===== src/rtl/draw_sprite_bank_if.sv =====
// VGA timing/pixel bundle passed between drawing stages.
// Latency: none (wiring only).
// Backpressure: none; the raster stream cannot stall.
interface vga_if;
    logic [11:0] hcount;
    logic [11:0] vcount;
    logic        hsync;
    logic        vsync;
    logic        hblnk;
    logic        vblnk;
    logic [11:0] rgb;

    modport in  (input  hcount, vcount, hsync, vsync, hblnk, vblnk, rgb);
    modport out (output hcount, vcount, hsync, vsync, hblnk, vblnk, rgb);
endinterface


===== src/rtl/draw_sprite_bank.sv =====
// Overlays one of N_IMG ROM sprites on the VGA stream, static or frame-animated.
// Latency: ROM_LAT+2 clk cycles from in to out for every field.
// Backpressure: none; one pixel accepted and produced every cycle.
module draw_sprite_bank #(
    parameter int          N_IMG     = 6,
    parameter int          IMG_W     = 128,
    parameter int          IMG_H     = 128,
    parameter int          ROM_LAT   = 1,
    parameter int          FRAME_DIV = 8,
    parameter logic [11:0] KEY_RGB   = 12'hF0F,
    localparam int         ADDR_W    = $clog2(IMG_W * IMG_H),
    localparam int         SEL_W     = (N_IMG > 1) ? $clog2(N_IMG) : 1
) (
    input  logic                 clk,
    input  logic                 rst,
    vga_if.in                    in,
    vga_if.out                   out,
    input  logic [11:0]          xpos,
    input  logic [11:0]          ypos,
    input  logic [SEL_W-1:0]     img_sel,
    input  logic                 anim_en,
    output logic [ADDR_W-1:0]    pixel_addr,
    input  logic [N_IMG*12-1:0]  rom_rgb
);

    localparam int          CNT_W    = (FRAME_DIV > 1) ? $clog2(FRAME_DIV) : 1;
    localparam logic [31:0] IMG_W_U  = 32'(IMG_W);
    localparam logic [31:0] IMG_H_U  = 32'(IMG_H);
    localparam logic [CNT_W-1:0] CNT_LAST = CNT_W'(FRAME_DIV - 1);
    localparam logic [SEL_W-1:0] IDX_LAST = SEL_W'(N_IMG - 1);

    typedef struct packed {
        logic [11:0] hcount;
        logic [11:0] vcount;
        logic        hsync;
        logic        vsync;
        logic        hblnk;
        logic        vblnk;
        logic [11:0] rgb;
    } vga_t;

    typedef struct packed {
        vga_t             v;
        logic             win;
        logic [SEL_W-1:0] idx;
    } stage_t;

    typedef enum logic {STATIC, ANIM} state_t;

    state_t           state_q, state_d;
    logic             vsync_q;
    logic             vs_rise;
    logic [11:0]      xpos_a, ypos_a;
    logic [SEL_W-1:0] idx_q;
    logic [CNT_W-1:0] cnt_q;
    logic [SEL_W-1:0] sel_clamped;

    vga_t             in_v;
    logic [11:0]      rel_x, rel_y;
    logic             win;
    logic [ADDR_W-1:0] addr_nxt;

    stage_t           pipe [ROM_LAT+1];
    vga_t             out_q, out_nxt;
    logic [11:0]      pix;
    logic             blank;

    assign in_v    = {in.hcount, in.vcount, in.hsync, in.vsync, in.hblnk, in.vblnk, in.rgb};
    assign vs_rise = in.vsync & ~vsync_q;

    always_comb begin
        sel_clamped = img_sel;
        if (32'(img_sel) >= 32'(N_IMG))
            sel_clamped = IDX_LAST;
    end

    // FSM: mode changes only at a vsync rise.
    always_ff @(posedge clk) begin
        if (rst) state_q <= STATIC;
        else     state_q <= state_d;
    end

    always_comb begin
        state_d = state_q;
        if (vs_rise) begin
            case (state_q)
                STATIC:  if (anim_en)  state_d = ANIM;
                ANIM:    if (!anim_en) state_d = STATIC;
                default: state_d = STATIC;
            endcase
        end
    end

    // Frame-latched registers; nothing here moves mid-frame, so no tearing.
    always_ff @(posedge clk) begin
        if (rst) begin
            vsync_q <= 1'b0;
            xpos_a  <= '0;
            ypos_a  <= '0;
            idx_q   <= '0;
            cnt_q   <= '0;
        end else begin
            vsync_q <= in.vsync;
            if (vs_rise) begin
                xpos_a <= xpos;
                ypos_a <= ypos;
                if (state_q == ANIM && anim_en) begin
                    if (cnt_q == CNT_LAST) begin
                        cnt_q <= '0;
                        idx_q <= (idx_q == IDX_LAST) ? '0 : idx_q + 1'b1;
                    end else begin
                        cnt_q <= cnt_q + 1'b1;
                    end
                end else if (state_q == STATIC && anim_en) begin
                    // Entering animation keeps the image currently shown.
                    cnt_q <= '0;
                end else begin
                    cnt_q <= '0;
                    idx_q <= sel_clamped;
                end
            end
        end
    end

    // Compare before trusting the differences so a sprite near an edge never wraps.
    always_comb begin
        rel_x    = in.hcount - xpos_a;
        rel_y    = in.vcount - ypos_a;
        win      = (in.hcount >= xpos_a) && ({20'b0, rel_x} < IMG_W_U) &&
                   (in.vcount >= ypos_a) && ({20'b0, rel_y} < IMG_H_U);
        addr_nxt = ADDR_W'(rel_y) * ADDR_W'(IMG_W) + ADDR_W'(rel_x);
    end

    // pipe[0] sits alongside pixel_addr; pipe[ROM_LAT] lines up with rom_rgb.
    always_ff @(posedge clk) begin
        if (rst) begin
            pixel_addr <= '0;
            for (int i = 0; i <= ROM_LAT; i++)
                pipe[i] <= '0;
        end else begin
            pixel_addr <= win ? addr_nxt : '0;
            pipe[0]    <= '{v: in_v, win: win, idx: idx_q};
            for (int i = 1; i <= ROM_LAT; i++)
                pipe[i] <= pipe[i-1];
        end
    end

    always_comb begin
        pix = '0;
        for (int k = 0; k < N_IMG; k++)
            if (pipe[ROM_LAT].idx == SEL_W'(k))
                pix = rom_rgb[12*k +: 12];
    end

    always_comb begin
        blank   = pipe[ROM_LAT].v.hblnk | pipe[ROM_LAT].v.vblnk;
        out_nxt = pipe[ROM_LAT].v;
        if (blank)
            out_nxt.rgb = 12'h000;
        else if (pipe[ROM_LAT].win && pix != KEY_RGB)
            out_nxt.rgb = pix;
    end

    always_ff @(posedge clk) begin
        if (rst) out_q <= '0;
        else     out_q <= out_nxt;
    end

    assign out.hcount = out_q.hcount;
    assign out.vcount = out_q.vcount;
    assign out.hsync  = out_q.hsync;
    assign out.vsync  = out_q.vsync;
    assign out.hblnk  = out_q.hblnk;
    assign out.vblnk  = out_q.vblnk;
    assign out.rgb    = out_q.rgb;

endmodule


===== src/flat_wrapper.sv =====
// flat-port wrapper written by rule: the top's interface ports become plain ports
module draw_sprite_bank_flat 
#(
    parameter int          N_IMG     = 6,
    parameter int          IMG_W     = 128,
    parameter int          IMG_H     = 128,
    parameter int          ROM_LAT   = 1,
    parameter int          FRAME_DIV = 8,
    parameter logic [11:0] KEY_RGB   = 12'hF0F,
    localparam int         ADDR_W    = $clog2(IMG_W * IMG_H),
    localparam int         SEL_W     = (N_IMG > 1) ? $clog2(N_IMG) : 1
)
  (clk, rst, xpos, ypos, img_sel, anim_en, pixel_addr, rom_rgb, in_hcount, in_vcount, in_hsync, in_vsync, in_hblnk, in_vblnk, in_rgb, out_hcount, out_vcount, out_hsync, out_vsync, out_hblnk, out_vblnk, out_rgb);
  vga_if in_i ();
  vga_if out_i ();
  input  logic clk;
  input  logic rst;
  input  logic [11:0] xpos;
  input  logic [11:0] ypos;
  input  logic [SEL_W-1:0] img_sel;
  input  logic anim_en;
  output logic [ADDR_W-1:0] pixel_addr;
  input  logic [N_IMG*12-1:0] rom_rgb;
  input wire logic [$bits(in_i.hcount)-1:0] in_hcount;
  input wire logic [$bits(in_i.vcount)-1:0] in_vcount;
  input wire logic [$bits(in_i.hsync)-1:0] in_hsync;
  input wire logic [$bits(in_i.vsync)-1:0] in_vsync;
  input wire logic [$bits(in_i.hblnk)-1:0] in_hblnk;
  input wire logic [$bits(in_i.vblnk)-1:0] in_vblnk;
  input wire logic [$bits(in_i.rgb)-1:0] in_rgb;
  output wire logic [$bits(out_i.hcount)-1:0] out_hcount;
  output wire logic [$bits(out_i.vcount)-1:0] out_vcount;
  output wire logic [$bits(out_i.hsync)-1:0] out_hsync;
  output wire logic [$bits(out_i.vsync)-1:0] out_vsync;
  output wire logic [$bits(out_i.hblnk)-1:0] out_hblnk;
  output wire logic [$bits(out_i.vblnk)-1:0] out_vblnk;
  output wire logic [$bits(out_i.rgb)-1:0] out_rgb;
  assign in_i.hcount = in_hcount;
  assign in_i.vcount = in_vcount;
  assign in_i.hsync = in_hsync;
  assign in_i.vsync = in_vsync;
  assign in_i.hblnk = in_hblnk;
  assign in_i.vblnk = in_vblnk;
  assign in_i.rgb = in_rgb;
  assign out_hcount = out_i.hcount;
  assign out_vcount = out_i.vcount;
  assign out_hsync = out_i.hsync;
  assign out_vsync = out_i.vsync;
  assign out_hblnk = out_i.hblnk;
  assign out_vblnk = out_i.vblnk;
  assign out_rgb = out_i.rgb;
  draw_sprite_bank #(.N_IMG(N_IMG), .IMG_W(IMG_W), .IMG_H(IMG_H), .ROM_LAT(ROM_LAT), .FRAME_DIV(FRAME_DIV), .KEY_RGB(KEY_RGB)) u_core (.clk(clk), .rst(rst), .in(in_i), .out(out_i), .xpos(xpos), .ypos(ypos), .img_sel(img_sel), .anim_en(anim_en), .pixel_addr(pixel_addr), .rom_rgb(rom_rgb));
endmodule

===== config.mk =====
export PLATFORM = sky130hd
export DESIGN_NAME = draw_sprite_bank_flat
export DESIGN_NICKNAME = d
export VERILOG_FILES = /design/src/rtl/draw_sprite_bank_if.sv /design/src/rtl/draw_sprite_bank.sv /design/src/flat_wrapper.sv
export SDC_FILE = /design/constraint.sdc
export NUM_CORES = 1
export LEC_CHECK = 0
export CELL_PAD_IN_SITES_DETAIL_PLACEMENT = 1
export CELL_PAD_IN_SITES_GLOBAL_PLACEMENT = 1
export CORE_ASPECT_RATIO = 1.75
export CORE_MARGIN = 3
export CORE_UTILIZATION = 37
export DETAILED_ROUTE_END_ITERATION = 8
export PLACE_DENSITY = 0.91
export SYNTH_ARGS = -nofsm -noshare
export SYNTH_HDL_FRONTEND = slang
export SYNTH_SLANG_ARGS = --single-unit

===== constraint.sdc =====
create_clock -name clk -period 4.06 [get_ports clk]
set_clock_uncertainty 0.2 [all_clocks]
set_input_delay 0.406 -clock clk [delete_from_list [all_inputs] [get_ports clk]]
set_output_delay 0.406 -clock clk [all_outputs]
set_load 0.02 [all_outputs]

==> flow_summary.json <==
{
  "critical_path_arrival_ns": 4.00,
  "endpoint_kind": "flop",
  "ctsHoldBuffers": 0,
  "worstSkewPairLatency_ns": 0.44,
  "io_pins": 196,
  "ir_worst_vdd_v": 0.0002088,
  "rsz0062_at_grt": "false",
  "drt-total-wl_um": 21890,
  "drc": 0,
  "grtUsageTotal_pct": 19.94,
  "viasPerCell": 5.035,
  "path_clk_slew_ns": 0.07,
  "synth_area_per_cell_um2": 9.906,
  "ant_nets": 0,
  "syn-cell-area_um2": 7410,
  "drt_first_pass_iters": 4,
  "synthTopCellsByCount": "dfxtp_1 (173), nor2b_1 (117), nand2_1 (65)",
  "dieArea_um2": 21830,
  "post_cts_buffers": 0,
  "status": "complete, no violations",
  "drive_above_1_share_pct": 8.412,
  "synth_cells": 748,
  "cts_tree": "done",
  "yosysMostFrequentCell": "dfxtp_1",
  "startpoint": "in_hcount[0]",
  "rows": 67,
  "yosysSeqAreaShare_pct": 46.74,
  "root_buffer": "clkbuf_16",
  "core_area_um2": 19450,
  "synth_top_area_share_pct": 46.74,
  "synthArstFlopShare_pct": 0,
  "htreeDepth": 4,
  "area_growth_pct": 37.62,
  "syn-num-nets": 924,
  "grt_pass1_vias": 6450,
  "io_buffers": 195,
  "drtIter0Drc": 195,
  "synth_edf_count": 0,
  "utilization_pct": 52.43,
  "diodes": 0,
  "dieHeight_um": 193.2,
  "synth_area_leader_cell": "dfxtp_1",
  "crit_fanout": 3,
  "drv_slew": 0,
  "yosys_register_bits": 173,
  "cts_buffer_depth": 2,
  "synth_flop_cell": "dfxtp_1",
  "period_needed_ns": 3.849,
  "place.gp.congestion": 0.8800,
  "start_util_pct": 38.10,
  "whs_ns": 0.2347,
  "synth_cell_types": 64,
  "hold_path_class": "flop to flop",
  "post_drt_wl_per_cell_um": 18.36,
  "fillCellCount": 2173,
  "crit_type": "input pin to flop",
  "synthTopCellsByArea": "dfxtp_1 (47%), nor2b_1 (9.9%), ha_1 (5.2%)",
  "die_w_um": 113.0,
  "post-dp-hpwl_um": 16370,
  "overflow": 0,
  "finalCritPeriodShare_pct": 94.79,
  "total_power_mw": 4.206,
  "setup_ws_ns": 0.2114,
  "powerDensity_nw_per_um2": 412.4,
  "post_cts_resized": 0,
  "clock_sinks": 173,
  "cp-start-kind": "input pin",
  "antenna_found_initial": 1,
  "cts_buffers": 17,
  "grt_pass1_wl_um": 33620,
  "r2r_start": "u_core.xpos_a[0]",
  "nNetsFinal": 1114,
  "dp_slack_ns": -0.2916,
  "max_freq_ghz": 0.2598,
  "worst-endpoint-required_ns": 4.21,
  "vias": 6002,
  "worst_slew_pin_slew_ns": 0.8406,
  "slew_headroom_pct": 43.96,
  "grt_max_degree": 77,
  "p_leak_nw": 3.791,
  "setup_violations": 0,
  "cap_violations": 0,
  "hold_start": "u_core.pipe[0][82]",
  "yosys_warnings": 0,
  "hold_viol_final": 0
}
[metrics by stage]
stage / instance area, um^2 / setup TNS (ns) / cells
2_1_floorplan: 7410 / 0 / 748
3_3_place_gp: 9588 / -0.06790 / 1160
3_5_place_dp: 9588 / -0.5926 / 1160
4_1_cts: 10180 / 0 / 1192
5_1_grt: 10200 / 0 / 1192
6_report: 10200 / 0 / 1192
[cell type report]
class / instances / area [um^2] / area share [%]
clock inverters: 13 / 151.4 / 1.485
repair buffers: 210 / 2062 / 20.22
flip-flops and latches: 173 / 3463 / 33.96
clock buffers: 19 / 442.9 / 4.344
well taps: 241 / 301.5 / 2.957
multi-input cells: 500 / 3641 / 35.71
inverters: 36 / 135.1 / 1.325
[layout by cell type, fill, tap and decap left out, types with 6 or more instances in the layout]
cell type,n
a211oi_1,11
a21o_1,8
a21oi_1,46
a221oi_1,6
buf_4,16
clkbuf_16,17
clkdlybuf4s50_1,194
dfxtp_1,173
ha_1,31
inv_1,35
mux2i_1,21
nand2_1,65
nand2b_1,7
nand3_1,8
nand3b_1,10
nor2_1,43
nor2b_1,116
nor3_1,7
nor4b_4,10
o21a_1,6
o21ai_0,21
xnor2_1,9
xor2_1,7
[state kept, by name (all words and copies together), names as in the netlist]
register           count
u_core.state_q         1
u_core.out.vcount     12
u_core.ypos_a         12
u_core.pipe           88
u_core.out.rgb        12
u_core.out.vsync       1
u_core.cnt_q           3
u_core.out.hcount     12
u_core.pixel_addr     14
u_core.out.vblnk       1
u_core.out.hblnk       1
u_core.out.hsync       1
u_core.idx_q           3
u_core.xpos_a         12
[per-layer routing]
| layer | GRT usage, % | vias up | wire length [um] |
|---|---|---|---|
| met1 | 18.21 | 2824 | 7383 |
| met5 | 0 | - | 13 |
| met4 | 11.90 | 2 | 1107 |
| li1 | - | 2927 | - |
| met2 | 38.61 | 199 | 12240 |
| met3 | 4.501 | 50 | 1143 |
[path summary, 6_finish.rpt]
| kind | end | slack [ns] | depth (start not counted) |
|---|---|---|---|
| setup reg to reg | u_core.pixel_addr[13] | 0.38 | 15 |
| hold reg to reg | u_core.out.hcount[6] | 0.23 | 1 |
| hold / removal | u_core.out.hcount[6] | 0.23 | 1 |
| setup / recovery | u_core.pixel_addr[13] | 0.21 | 17 |
[power by group]
group | total (mW) | switching [mW] | internal (mW)
logic | 0.794 | 0.416 | 0.378
registers | 1.78 | 0.0224 | 1.76
clock network | 1.63 | 0.739 | 0.889
[cells by family after synthesis]
| kind of cell | Yosys count | share of synthesized area (%) |
|---|---|---|
| xor+xnor | 19 | 2.449 |
| simple gates | 288 | 23.62 |
| compound gates | 133 | 12.28 |
| flops | 173 | 46.74 |
| mux | 26 | 4.205 |
| buf+inv | 75 | 4.661 |
| fa+ha+maj | 34 | 6.045 |
[worst max-delay path: stages]
cell and delay, ns:
clkdlybuf4s50_1 0.46, inv_1 0.06, ha_1 0.22, fa_1 0.41
nor2b_1 0.20, o2111ai_1 0.19, a32oi_2 0.34, xor2_2 0.22
inv_1 0.09, fa_1 0.45, nor2b_1 0.13, o21ai_0 0.10
nand2b_1 0.11, a21oi_1 0.08, nor2b_1 0.14, xnor2_1 0.12
nor4b_4 0.26
No activity file was read; power rests on OpenSTA's default activity.
